File: src/rtl/word_match_detector.sv
// Splits an ASCII stream into words and pulses hit when a whole word matches
// the programmable target word, ignoring letter case.
module word_match_detector #(
   parameter int MAX_LEN = 16,
   parameter int LEN_W   = 5
) (
   input  logic             clk,
   input  logic             reset,
   input  logic             cfg_clr,
   input  logic             cfg_wr,
   input  logic [7:0]       cfg_char,
   output logic             cfg_ready,
   output logic [LEN_W-1:0] tgt_len,
   input  logic             ch_valid,
   input  logic [7:0]       ch_data,
   input  logic             ch_last,
   output logic             ch_ready,
   output logic             hit,
   output logic             busy
);

   localparam int ADDR_W = (MAX_LEN > 1) ? $clog2(MAX_LEN) : 1;
   localparam logic [LEN_W-1:0] MAX_LEN_L = LEN_W'(MAX_LEN);

   typedef enum logic [1:0] {IDLE, MATCH, SKIP} state_t;

   state_t           state_reg, state_next;
   logic [LEN_W-1:0] idx_reg, idx_next;
   logic [LEN_W-1:0] tgt_len_reg, tgt_len_next;
   logic             hit_reg, hit_next;
   logic [7:0]       tgt_mem [MAX_LEN];

   logic             cfg_acc, cfg_clr_acc, cfg_wr_acc;
   logic             ch_acc, is_letter, char_eq;
   logic [7:0]       tgt_char;
   logic [LEN_W-1:0] idx_inc;

   assign cfg_ready   = (state_reg == IDLE) && !ch_valid;
   assign cfg_acc     = cfg_ready && (cfg_clr || cfg_wr);
   assign cfg_clr_acc = cfg_ready && cfg_clr;
   assign cfg_wr_acc  = cfg_ready && cfg_wr && !cfg_clr && (tgt_len_reg != MAX_LEN_L);

   assign ch_ready = !cfg_acc;
   assign ch_acc   = ch_valid && ch_ready;

   assign is_letter = ((ch_data >= 8'h41) && (ch_data <= 8'h5A)) ||
                      ((ch_data >= 8'h61) && (ch_data <= 8'h7A));

   // idx is held at 0 outside MATCH, so the same compare serves the first letter.
   assign tgt_char = tgt_mem[idx_reg[ADDR_W-1:0]];
   assign char_eq  = (idx_reg < tgt_len_reg) && ((ch_data | 8'h20) == (tgt_char | 8'h20));
   assign idx_inc  = idx_reg + LEN_W'(1);

   always_comb begin
      state_next = state_reg;
      idx_next   = idx_reg;
      hit_next   = 1'b0;
      if (ch_acc) begin
         unique case (state_reg)
            IDLE, MATCH: begin
               if (is_letter) begin
                  if (char_eq) begin
                     state_next = MATCH;
                     idx_next   = idx_inc;
                  end else begin
                     state_next = SKIP;
                     idx_next   = '0;
                  end
               end else begin
                  hit_next   = (state_reg == MATCH) && (idx_reg == tgt_len_reg);
                  state_next = IDLE;
                  idx_next   = '0;
               end
            end
            SKIP: begin
               if (!is_letter) state_next = IDLE;
            end
            default: begin
               state_next = IDLE;
               idx_next   = '0;
            end
         endcase
         // A final letter closes its own word.
         if (ch_last) begin
            if ((state_reg != SKIP) && is_letter && char_eq && (idx_inc == tgt_len_reg))
               hit_next = 1'b1;
            state_next = IDLE;
            idx_next   = '0;
         end
      end
   end

   always_comb begin
      tgt_len_next = tgt_len_reg;
      if (cfg_clr_acc)
         tgt_len_next = '0;
      else if (cfg_wr_acc)
         tgt_len_next = tgt_len_reg + LEN_W'(1);
   end

   always_ff @(posedge clk or negedge reset) begin
      if (!reset) begin
         state_reg   <= IDLE;
         idx_reg     <= '0;
         tgt_len_reg <= '0;
         hit_reg     <= 1'b0;
      end else begin
         state_reg   <= state_next;
         idx_reg     <= idx_next;
         tgt_len_reg <= tgt_len_next;
         hit_reg     <= hit_next;
      end
   end

   always_ff @(posedge clk) begin
      if (cfg_wr_acc)
         tgt_mem[tgt_len_reg[ADDR_W-1:0]] <= cfg_char;
   end

   assign tgt_len = tgt_len_reg;
   assign hit     = hit_reg;
   assign busy    = (state_reg != IDLE);

endmodule

File: config.mk
export PLATFORM = sky130hd
export DESIGN_NAME = word_match_detector
export DESIGN_NICKNAME = d
export VERILOG_FILES = /design/src/rtl/word_match_detector.sv
export SDC_FILE = /design/constraint.sdc
export NUM_CORES = 1
export LEC_CHECK = 0
export CORE_MARGIN = 10
export CORE_UTILIZATION = 45
export CTS_BUF_LIST = sky130_fd_sc_hd__clkbuf_2
export DETAILED_ROUTE_END_ITERATION = 8
export DONT_BUFFER_PORTS = 1
export PLACE_DENSITY = 0.71
export SYNTH_ARGS = -nofsm -noshare
export SYNTH_HDL_FRONTEND = slang
export SYNTH_SLANG_ARGS = --single-unit
export TNS_END_PERCENT = 10
File: constraint.sdc
create_clock -name clk -period 2.4 [get_ports clk]
set_input_delay 0.12 -clock clk [delete_from_list [all_inputs] [get_ports clk]]
set_output_delay 0.12 -clock clk [all_outputs]
set_load 0.03 [all_outputs]
After elaboration in Yosys (flattened, before gate mapping)
Memories as Yosys holds them, arrays and structs flattened.
Index checks and enable logic that the tools add are counted.
W data, S select, Z words.
- bits in registers: 13
- memory bits (writable): 128
- bits of input ports: 22
- output and inout bits: 9
- memories: 1
- add/subtract/negate cells: 2
- $lt $le $gt $ge: 5
- equal/unequal tests: 9
- mux-type cells: 18
- reductions and logical operators: 25
- memories (name ; words ; width ; rd ports ; clocked after Yosys merged registers in ; wr ports ; line ; text):
    tgt_mem ; 16 ; 8 ; 1 ; 0 ; 1 ; 31 ; logic [7:0] tgt_mem [MAX_LEN];
- operator list (kind ; number):
    $mux W5 ; 5
    $ge A8 B7 Y1 const B ; 2
    $le A8 B7 Y1 const B ; 2
    $logic_and A1 B1 Y1 ; 14
    $add A5 B1 Y5 const B ; 2
    $eq A5 B5 Y1 ; 2
    $pmux W5 S2 ; 1
    $mux W2 ; 4
    $eq A7 B7 Y1 ; 1
    $mux W1 ; 7
    $lt A5 B5 Y1 ; 1
    $ne A5 B5 Y1 const B ; 1
    $ne A2 B2 Y1 const B ; 2
    $pmux W2 S2 ; 1
    $reduce_and A2 Y1 ; 2
    $reduce_bool A2 Y1 ; 2
    $logic_not A1 Y1 ; 3
    $ne A3 B3 Y1 const B ; 1
    $eq A2 B1 Y1 const B ; 1
    $eq A2 B2 Y1 const B ; 1
    $logic_not A2 Y1 ; 1
    $logic_or A1 B1 Y1 ; 2
    $reduce_or A2 Y1 ; 1

Logic depth before layout (Yosys ltp)
Gate-level depths: netlist of the first run.
- depth in word-level cells: 9
- depth in mapped cells: 13

Worst setup path after synthesis of the first run
No wires, ideal clock.
- path kind: reg-to-reg
- start: register state_reg[1]
- end: memory tgt_mem[3][0], enable pin
- setup time: 380 ps
- arrival: 2687 ps
- data required time: 2020 ps
- slack: -667 ps
- stages on the path, launching flop included: 7
- period minus slack after synthesis: 3067 ps
- path through: dfrtp_1 > or2_2 > nor2_1 > o311ai_0 > nor2_1 > nand2_1 > nor3_1
- word-level cells in the longest chain between the ends: 7
- ends and longest elaborated chain (what ; line ; text):
    start: declaration ; 27 ; state_t state_reg, state_next;
    start signal: assignment ; 108 ; state_reg <= state_next;
    $logic_not A2 Y1 ; 38 ; assign cfg_ready = (state_reg == IDLE) && !ch_valid;
    $logic_and A1 B1 Y1 ; 38 ;
    via cfg_ready ; 12 ; output logic cfg_ready,
    $logic_and A1 B1 Y1 (3 in series) ; 41 ; assign cfg_wr_acc = cfg_ready && cfg_wr && !cfg_clr && (tgt_len_reg != MAX_LEN_L);
    $mux W1 ; 116 ; if (cfg_wr_acc)
    $mux W1 (not written as such) ; 117 ; tgt_mem[tgt_len_reg[ADDR_W-1:0]] <= cfg_char;
    end: declaration ; 31 ;
The timed path passes the listed nets, and every way through them passes these cells.

Final worst setup path of the first run
- start: register idx_reg[0]
- end: register idx_reg[4]
- word-level cells in the longest chain between the ends: 7
- elaborated cells between the ends (all ways): 9
- classes of those cells: add/sub: 1; order compare: 1; eq/ne: 1; mux: 4; reduce/logical: 1; memory: 1
- ends and longest elaborated chain (what ; line ; text):
    start: declaration ; 28 ; logic [LEN_W-1:0] idx_reg, idx_next;
    start signal: assignment ; 109 ; idx_reg <= idx_next;
    $mem_v2 Z16 W8 ; n/a ;
    $eq A7 B7 Y1 ; 51 ; assign char_eq = (idx_reg < tgt_len_reg) && ((ch_data | 8'h20) == (tgt_char | 8'h20));
    $logic_and A1 B1 Y1 ; 51 ;
    $mux W5 * ; 62 ; if (char_eq) begin
    $mux W5 * ; 61 ; if (is_letter) begin
    $pmux W5 S2 * ; 59 ; unique case (state_reg)
    $mux W5 * ; 84 ; if (ch_last) begin
Mark *: on every way between the ends. The rest lies on a longest branch, timed or not.
A chain may end at the register's enable or synchronous reset.

==> results of run 1 <==
how the worst max path moves through the flow:
stage / from / end / depth (start not counted)
4_1_cts: idx_reg[1]$_DFFE_PN0P_ / state_reg[1]$_DFFE_PN0P_ / 10
6_report: idx_reg[0]$_DFFE_PN0P_ / idx_reg[4]$_DFFE_PN0P_ / 8
2_1_floorplan: tgt_len[1]$_DFFE_PN0P_ / state_reg[1]$_DFFE_PN0P_ / 10
3_3_place_gp: idx_reg[0]$_DFFE_PN0P_ / state_reg[1]$_DFFE_PN0P_ / 8
3_5_place_dp: idx_reg[0]$_DFFE_PN0P_ / idx_reg[4]$_DFFE_PN0P_ / 8
5_1_grt: idx_reg[0]$_DFFE_PN0P_ / idx_reg[2]$_DFFE_PN0P_ / 9
cell usage after synthesis, types with 4 or more instances:
library cell  count
ha_1             10
nor2b_1           4
inv_1             9
nor3_1            6
xnor2_1           9
a21oi_1           4
mux4_2           11
xor2_1           11
mux4_1            5
nand3_1           7
nand2_1          25
dfrtp_1          13
mux2_2            8
edfxtp_1        112
nor2_1           23
buf_6             5
o22ai_1           8
nor3b_1           5
mux2i_1          26
worst max-delay path, delay by kind of cell, from the launching register on:
| family | cells | cell delay (ns) |
|---|---|---|
| AO/OA/AOI/OAI | 3 | 0.80 |
| multiplexers | 1 | 0.53 |
| AND/OR/NAND/NOR | 3 | 0.53 |
| flip-flops | 1 | 0.48 |
| buffers and inverters | 1 | 0.13 |
cells in the final DEF (no fill, tap or decap), drive strengths merged, types with 4 or more instances in the layout:
cell type / n
inv: 11
nor2: 24
xnor2: 9
edfxtp: 112
dlygate4sd3: 22
clkinvlp: 4
clkinv: 5
o22ai: 8
mux2: 10
mux4: 16
nor3b: 5
clkbuf: 19
dfrtp: 13
mux2i: 26
xor2: 11
a21oi: 5
nand2: 27
ha: 10
nor3: 7
nand3: 7
nor2b: 4
buf: 59
power groups by stage:
stage | clock (mW) | sequential (mW) | combinational [mW]
CTS | 1.23 | 2.41 | 0.392
global placement | 0 | 2.46 | 0.296
global route | 1.34 | 2.41 | 0.435
floorplan | 0 | 2.49 | 0.164
finish | 1.20 | 2.41 | 0.397
detailed placement | 0 | 2.46 | 0.302
timing repair:
action                                 in CTS  in global routing
setup buffers                               8                  1
hold buffers                               22                  0
pin swaps                                  17                  7
endpoints found under the hold margin     159                  0
gates resized for setup                    21                 15
setup endpoints to repair                  40                 28
routing by layer:
layer | GRT usage, % | vias up | wire [µm]
met4 | 4.71 | 0 | 239
met1 | 20.0 | 1729 | 5690
met5 | 0 | - | 0
met3 | 5.14 | 17 | 1050
met2 | 24.6 | 135 | 6450
li1 | - | 1577 | -
cell families after synthesis:
family	synth area share [%]
AND/OR/NAND/NOR	7.60
AO/OA/AOI/OAI	5.62
flip-flops	65.0
adder cells (fa/ha/maj)	2.20
multiplexers	13.2
buffers and inverters	3.28
XOR/XNOR	3.09
metrics by stage:
stage	hold slack, ns	TNS (ns)	power, mW	std cells	area, µm²
2_1_floorplan	-0.176	-0.166	2.65	360	5720
3_3_place_gp	-0.175	-0.940	2.75	563	6180
3_5_place_dp	-0.175	-1.69	2.76	563	6180
4_1_cts	0.00855	-0.535	4.03	624	6740
5_1_grt	0.00712	-1.57	4.19	626	6810
6_report	0.0753	-0.662	4.01	626	6810
final cells by class:
type	count	area share [%]
Timing Repair Buffer	81	10.7
Clock buffer	19	1.40
Clock inverter	12	1.78
Inverter	10	0.551
Multi-Input combinational cell	210	28.2
Tap cell	168	3.09
Antenna cell	1	0.0367
Sequential cell	125	54.2
==> key figures, run 1 <==
Clocking
  – Maximum buffer depth of the clock tree: 2
  – Clk Latency, worst-skew pair: 0.65 ns
  – Num CTS Buffers: 17
  – Clock H-tree levels: 4
  – CTS tree: done
  – CTS root buf: clkbuf_2
  – Num Clock Sinks: 125
  – Reg clk slew, reported paths: 0.18 ns

GRT
  – Gr usage total: 15.6%
  – Remaining global-route overflow: 0
  – Initial antenna violation count: 1
  – Largest net degree at the start of global routing: 22
  – Vias in the first global route: 3609
  – First-pass GRT wire length: 21.0 mm

Synth
  – Yosys reg bits: 125
  – Yosys warnings: 0
  – Syn_nets: 392
  – Asr flop ratio synth: 10.4%
  – Synth area leaders: edfxtp_1 (59%), dfrtp_1 (5.7%), mux2i_1 (4.6%)
  – Syn Std Cell Area: 5680 µm²
  – Dominant synthesized flop cell: edfxtp_1
  – Number of synthesized flops with an enable pin: 112
  – Avg Synthesized Cell Area: 15.8 µm²
  – Netlist cell types: 57
  – Post-synth top area share: 59.2%
  – Post-Synthesis Cells: 360
  – Seq/Total Area, Yosys: 65.0%
  – Cell taking the most area after synthesis: edfxtp_1

Floorplanning
  – IO Count: 31
  – Core box area: 12200 µm²
  – Die width: 132 µm
  – Initial Utilization: 46.7%
  – Site Rows: 40
  – Die area: 17500 µm²
  – Die Y-Extent: 132 µm

STA
  – Slew Limit Fails: 0
  – Final hold vios: 0
  – Worst rel slew slack: 33.9%
  – RSZ-0062 raised after global routing: yes
  – Setup violators final: 8
  – Fmax: 393 MHz
  – Clk_skew: 0.0409 ns
  – Least-Margin Pin Slew: 0.981 ns
  – Period utilization: 106%
  – Fin worst setup slack: -0.144 ns
  – Post-layout minimum cycle time: 2.54 ns

Final layout
  – Multi-input gate area: 1920 µm²
  – Share of cells above drive strength 1: 32.2%
  – Storage element area: 3690 µm²
  – Final core occ: 56.0%
  – Max reg flops: 112
  – NumNets Final: 477
  – Layout area overhead: 20.0%
  – Fillcell total: 970

Place
  – Placer Congestion: 0.883
  – Number of port buffers: 0
  – Place WS: -0.186 ns
  – Post-detailed-placement half-perimeter wirelength: 8.88 mm

Power and ir drop
  – Power per cell area: 589 nW/µm²
  – Clk pwr share: 30.0%
  – Sw frac: 24.5%
  – Comb pwr share: 9.9%
  – Peak VDD IR: 0.372 mV
  – Seq pwr share: 60.1%
  – Leak: 2.32 nW
  – Sw Pwr: 0.981 mW
  – Int Pwr: 3.03 mW

Critical path
  – Crit-path cells: buf_6, mux4_2, nor3b_4, o32ai_2, nand4_1, a2111oi_4, nand2_2, o31ai_2
  – Crit end category: flip-flop
  – Crit path largest cell delay: 0.53 ns
  – CP max FO: 5
  – Setup CP Type: reg -> reg
  – FF-to-FF setup slack: -0.14 ns
  – Critical Path Slowest Stage Cell: mux4_2
  – Critical register-to-register path endpoint: idx_reg[4]$_DFFE_PN0P_
  – CP Launch Type: flip-flop
  – Worst Reg-to-Reg Cells: 8
  – Reg-to-Reg Start: idx_reg[0]$_DFFE_PN0P_
  – Crit path arrival time: 3.11 ns
  – CP required: 2.96 ns

Route
  – Post-route DRC: 0
  – Vias: 3458
  – Detailed Routing Iterations Pass 1: 5
  – Avg WL per Cell: 21.4 µm
  – Post-route ant nets: 0
  – DRT iter0 DRCs: 417
  – Vias per inst: 5.52
  – WL final: 13.4 mm

Worst hold path
  – Hold Path Stages: 6
  – Hold Crit Endpoint: idx_reg[0]$_DFFE_PN0P_
  – HP Start: ch_data[7]
  – Min-delay worst type: in -> reg

Job
  – Max_cap viols: 0

Status
  – Violated checks: negative setup slack
  – Status: finished with violations
Note: power is estimated with default switching activity, not from simulation.
==> inputs of run 2 (changes only) <==
--- a/config.mk
+++ b/config.mk
@@ -5,6 +5,7 @@
 export SDC_FILE = /design/constraint.sdc
 export NUM_CORES = 1
 export LEC_CHECK = 0
+export ABC_AREA = 1
 export CORE_MARGIN = 10
 export CORE_UTILIZATION = 45
 export CTS_BUF_LIST = sky130_fd_sc_hd__clkbuf_2
==> key figures, run 2 <==
Synth
  – Post-Synth Adder-Cell Area: 2.08%
  – Post-Synth XOR/XNOR Area: 0.874%
  – Yosys reg bits: 125
  – Number of synthesized flops with an enable pin: 112
  – Top-count cell post-synth: nand2_1
  – Syn Std Cell Area: 6010 µm²
  – Cell taking the most area after synthesis: edfxtp_1
  – Netlist cell types: 33
  – Asr flop ratio synth: 10.4%
  – Simple-Gate Fraction of Synth Area: 22.9%
  – Post-Synthesis Cells: 610
  – Largest family of logic cells by synthesized area: simple AND/OR/NAND/NOR gates
  – Dominant synthesized flop cell: edfxtp_1
  – Post-synth top area share: 55.9%
  – Avg Synthesized Cell Area: 9.86 µm²
  – Synth Area in Compound Gates: 3.62%
  – Commonest cells post-synth: nand2_1 (157), edfxtp_1 (112), inv_1 (97), nand3_1 (95), nor2_1 (32)
  – Yosys warnings: 0
  – Seq/Total Area, Yosys: 61.4%
  – Syn_nets: 642
  – Synth area leaders: edfxtp_1 (56%), nand2_1 (9.8%), nand3_1 (7.9%)
  – Mux contribution to synthesized area: 0%

Route
  – Detailed Routing Iterations Pass 1: 6
  – Post-route ant nets: 0
  – DRT iter0 DRCs: 424
  – Avg WL per Cell: 16.3 µm
  – Vias per inst: 5.09
  – WL final: 13.8 mm
  – Post-route DRC: 0
  – Vias: 4323

GRT
  – Gr usage total: 15.3%
  – Vias in the first global route: 4074
  – Largest net degree at the start of global routing: 59
  – Initial antenna violation count: 1
  – First-pass GRT wire length: 21.6 mm
  – Remaining global-route overflow: 0

Clocking
  – Num Clock Sinks: 125
  – Reg clk slew, reported paths: 0.17 ns
  – Clk Latency, worst-skew pair: 0.67 ns
  – Num CTS Buffers: 17
  – CTS tree: done
  – Maximum buffer depth of the clock tree: 2
  – Clock H-tree levels: 4
  – CTS root buf: clkbuf_2

Critical path
  – Crit end category: output port
  – CP max FO: 4
  – Reg-to-Reg Start: idx_reg[0]$_DFFE_PN0P_
  – Setup CP Type: reg -> out
  – Worst Reg-to-Reg Cells: 13
  – Crit path largest cell delay: 0.44 ns
  – Worst Setup SP: state_reg[1]$_DFFE_PN0P_
  – Crit-path cells: inv_1, nand2_1, nor2_2, buf_4, nand2_1, inv_1, nor2_1
  – Critical Path Slowest Stage Cell: nor2_1
  – CP Launch Type: flip-flop
  – Critical register-to-register path endpoint: idx_reg[2]$_DFFE_PN0P_
  – Crit path arrival time: 2.11 ns
  – FF-to-FF setup slack: 0.23 ns
  – CP required: 2.28 ns

Floorplanning
  – Die Y-Extent: 136 µm
  – Site Rows: 42
  – Core box area: 13200 µm²
  – Die width: 136 µm
  – Initial Utilization: 45.6%
  – IO Count: 31
  – Die area: 18400 µm²

STA
  – Worst Hold Slack: 0.119 ns
  – Fin worst setup slack: 0.168 ns
  – Slew Limit Fails: 0
  – Final hold vios: 0
  – RSZ-0062 raised after global routing: no
  – Least-Margin Pin Slew: 0.814 ns
  – Fmax: 448 MHz
  – Period utilization: 93.0%
  – Setup violators final: 0
  – Fin Setup TNS: 0 ns
  – Post-layout minimum cycle time: 2.23 ns
  – Worst rel slew slack: 45.5%
  – Clk_skew: 0.0314 ns

Final layout
  – NumNets Final: 691
  – Max reg flops: 112
  – Final core occ: 51.9%
  – Most frequent cells in the layout: nand2_1 (156), edfxtp_1 (112), inv_1 (97)
  – Layout area overhead: 13.8%
  – Fillcell total: 1165
  – Commonest non-fill, non-tap cell in the layout: nand2_1
  – Cell Count, Final, Fillers Out: 849
  – Share of cells above drive strength 1: 12.4%
  – Post-route cell area: 6840 µm²

Worst hold path
  – Min-delay worst type: in -> reg
  – HP Start: ch_data[4]
  – Hold Crit Endpoint: hit$_DFF_PN0_
  – Hold Path Stages: 6

Power and ir drop
  – Total Power: 4.24 mW
  – Peak VDD IR: 0.306 mV
  – Leak: 2.87 nW
  – Power per cell area: 621 nW/µm²

Place
  – Placer Congestion: 0.875
  – Post-detailed-placement half-perimeter wirelength: 8.93 mm
  – Number of port buffers: 0
  – Placed insts: 795
  – Place WS: 0.258 ns
  – Area after DPL: 6310 µm²

Status
  – Status: complete, no violations

Job
  – Max_cap viols: 0
-- run 2: cell types whose count changed after synthesis, sizes merged, moves of 9 or more --
cell   change
o21ai     +14
mux2i     -26
mux2      -10
nand3     +89
nor2      +12
xnor2      -9
inv       +90
nand2    +130
or2       +14
mux4      -16
buf       +13
-- run 2: routing by layer --
| layer | part of all wire, % | track usage [%] | vias up |
|---|---|---|---|
| met4 | 1.8 | 5.80 | 0 |
| met1 | 44 | 19.3 | 2050 |
| li1 | - | - | 2102 |
| met3 | 6.1 | 3.67 | 24 |
| met2 | 48 | 24.8 | 147 |
| met5 | 0 | 0 | - |
-- run 2: area by class of cell --
type                       count  area, µm²  share of cell area (%)
sequential                   125       3690                    53.9
multi-input combinational    362       1780                    26.0
timing repair buffer          53        463                    6.77
inverter                     100        378                    5.52
clock inverter                15        220                    3.22
tap                          176        220                    3.22
clock buffer                  17       85.1                    1.24
antenna                        1       2.50                  0.0366
-- run 2: kinds of logic after synthesis --
kind of cell	count (synthesis)
simple gates	312
fa+ha+maj	10
compound gates	34
flops	125
xor+xnor	6
buf+inv	123
-- run 2: worst max path at each step --
stage	endpoint	cells past startpoint
finish	ch_ready	7
global route	ch_ready	7
CTS	tgt_mem[11][3]$_DFFE_PP_	11
detailed placement	idx_reg[2]$_DFFE_PN0P_	13
global placement	idx_reg[0]$_DFFE_PN0P_	13
floorplan	tgt_mem[15][0]$_DFFE_PP_	9
-- run 2: repair_timing --
action,in CTS,in global routing
setup endpoints to repair,0,7
hold buffers,22,0
buffers inserted,0,0
gates resized for setup,0,2
endpoints found under the hold margin,145,0
-- run 2: report_power, final --
group / switching [mW] / total (mW) / internal (mW) / leakage [nW]
Sequential: 0.00904 / 2.40 / 2.39 / 1.18
Clock: 0.794 / 1.58 / 0.786 / 0.164
Combinational: 0.182 / 0.265 / 0.0828 / 1.53
-- run 2: critical path: cells and delay by family, from the launching register on --
| kind | cells | cell delay, ns |
|---|---|---|
| buffers and inverters | 3 | 0.33 |
| flip-flops | 1 | 0.43 |
| AND/OR/NAND/NOR | 4 | 0.70 |
==> inputs of run 3 (changes only) <==
--- a/config.mk
+++ b/config.mk
@@ -11,7 +11,7 @@
 export CTS_BUF_LIST = sky130_fd_sc_hd__clkbuf_2
 export DETAILED_ROUTE_END_ITERATION = 8
 export DONT_BUFFER_PORTS = 1
-export PLACE_DENSITY = 0.71
+export PLACE_DENSITY = 0.69
 export SYNTH_ARGS = -nofsm -noshare
 export SYNTH_HDL_FRONTEND = slang
 export SYNTH_SLANG_ARGS = --single-unit
==> constraint.sdc (replaced) <==
create_clock -name clk -period 2.75 [get_ports clk]
set_input_delay 0.1375 -clock clk [delete_from_list [all_inputs] [get_ports clk]]
set_output_delay 0.1375 -clock clk [all_outputs]
set_load 0.03 [all_outputs]
==> key figures, run 3 (synthesis results as in run 2) <==
Critical path
  – Critical register-to-register path endpoint: hit$_DFF_PN0_
  – Worst Reg-to-Reg Cells: 9
  – Crit end category: flip-flop
  – Crit path largest cell delay: 0.53 ns
  – Critical Path Slowest Stage Cell: dfrtp_2
  – Crit-path cells: inv_4, ha_1, inv_1, nand2_1, a211oi_1, nand3b_1, nor3_1, nand3_1, a21oi_1
  – Worst Setup SP: idx_reg[0]$_DFFE_PN0P_
  – CP Launch Type: flip-flop
  – Crit path arrival time: 2.86 ns
  – FF-to-FF setup slack: 0.47 ns
  – CP required: 3.33 ns
  – Reg-to-Reg Start: idx_reg[0]$_DFFE_PN0P_
  – Setup CP Type: reg -> reg
  – CP max FO: 46

Power and ir drop
  – Peak VDD IR: 0.178 mV
  – Leak: 2.80 nW
  – Total Power: 3.29 mW
  – Power per cell area: 494 nW/µm²

Final layout
  – Share of cells above drive strength 1: 11.3%
  – Most frequent cells in the layout: nand2_1 (157), edfxtp_1 (112), inv_1 (97)
  – NumNets Final: 686
  – Max reg flops: 112
  – Fillcell total: 1148
  – Commonest non-fill, non-tap cell in the layout: nand2_1
  – Multi-input gate area: 1770 µm²
  – Storage element area: 3690 µm²
  – Layout area overhead: 10.7%
  – Post-route cell area: 6660 µm²

Status
  – Status: complete, no violations

Route
  – DRT iter0 DRCs: 382
  – Post-route DRC: 0
  – Avg WL per Cell: 16.9 µm
  – Post-route ant nets: 0
  – Vias: 4307
  – Detailed Routing Iterations Pass 1: 6
  – Vias per inst: 5.12
  – WL final: 14.2 mm

Floorplanning
  – Die Y-Extent: 136 µm
  – Initial Utilization: 45.6%
  – Die width: 136 µm
  – IO Count: 31
  – Site Rows: 42
  – Die area: 18400 µm²
  – Core box area: 13200 µm²

STA
  – Fmax: 438 MHz
  – Worst rel slew slack: 51.7%
  – Clk_skew: 0.0297 ns
  – RSZ-0062 raised after global routing: no
  – Slew Limit Fails: 0
  – Fin Setup TNS: 0 ns
  – Fin worst setup slack: 0.469 ns
  – Period utilization: 82.9%
  – Least-Margin Pin Slew: 0.721 ns
  – Final hold vios: 0
  – Setup violators final: 0
  – Worst Hold Slack: 0.0984 ns
  – Post-layout minimum cycle time: 2.28 ns

Worst hold path
  – Hold Crit Endpoint: hit$_DFF_PN0_
  – Hold Path Stages: 7
  – HP Start: ch_data[3]
  – Min-delay worst type: in -> reg

GRT
  – Remaining global-route overflow: 0
  – Initial antenna violation count: 3
  – Gr usage total: 15.8%
  – First-pass GRT wire length: 22.1 mm
  – Largest net degree at the start of global routing: 47
  – Vias in the first global route: 4245

Clocking
  – Clock H-tree levels: 4
  – Num CTS Buffers: 17
  – CTS tree: done
  – # resized after CTS: 0
  – Clk Latency, worst-skew pair: 0.67 ns
  – CTS root buf: clkbuf_2
  – Reg clk slew, reported paths: 0.16 ns
  – Maximum buffer depth of the clock tree: 2
  – Num Clock Sinks: 125

Job
  – Max_cap viols: 0

Place
  – Place WS: 0.506 ns
  – Number of port buffers: 0
  – Placer Congestion: 0.838
  – Area after DPL: 6260 µm²
  – Post-detailed-placement half-perimeter wirelength: 9.04 mm
run 3: changes by cell type in the layout (fill, tap and decap cells not counted), moves of 2 or more:
cell,previous run,this run
buf_4,31,27
bufinv_16,5,1
clkbuf_2,17,21
clkinv_2,2,5
clkinv_4,2,0
clkinvlp_4,4,2
run 3: through the flow:
step                      cells  utilization [%]
after floorplan             610                -
after global placement      790             47.5
after detailed placement    790             47.5
after CTS                   841             50.4
after global routing        842             50.5
final                       842             50.5
run 3: area by class of cell:
type	instances	area share [%]
inverters	100	5.68
diodes	1	0.0376
clock buffers	21	1.58
clock inverters	9	1.11
well taps	176	3.31
repair buffers	48	6.20
flip-flops and latches	125	55.4
multi-input cells	362	26.7
run 3: how the worst max path moves through the flow:
| stage | end | slack (ns) | cells after the start |
|---|---|---|---|
| 3_3_place_gp | idx_reg[0]$_DFFE_PN0P_ | 0.57 | 11 |
| 5_1_grt | ch_ready | 0.28 | 7 |
| 4_1_cts | ch_ready | 0.42 | 7 |
| 2_1_floorplan | tgt_mem[15][0]$_DFFE_PP_ | 0.39 | 9 |
| 3_5_place_dp | idx_reg[0]$_DFFE_PN0P_ | 0.51 | 13 |
| 6_report | hit$_DFF_PN0_ | 0.47 | 9 |
run 3: power by group:
group          internal, mW  switching (mW)
Combinational        0.0728           0.160
Sequential             2.09         0.00846
Clock                 0.318           0.642
Total                  2.48           0.811
run 3: timing repair:
action | in CTS | in global routing
setup buffers | 0 | 0
hold endpoints to repair | 152 | 0
hold buffers | 21 | 0
run 3: worst max-delay path: cells and delay by family (launching register included):
family,cells,cell delay (ns)
DFF,1,0.53
buffers and inverters,2,0.48
and+or+nand+nor,4,0.45
AOI/OAI and AO/OA,2,0.39
adders and majority gates,1,0.34
run 3: layer usage:
layer / track usage [%] / wire length [µm] / vias to the layer above
met2: 25.4 / 7050 / 124
met5: 0 / 27 / -
met3: 4.49 / 933 / 21
met4: 5.68 / 231 / 4
li1: - / - / 2089
met1: 19.7 / 5960 / 2069
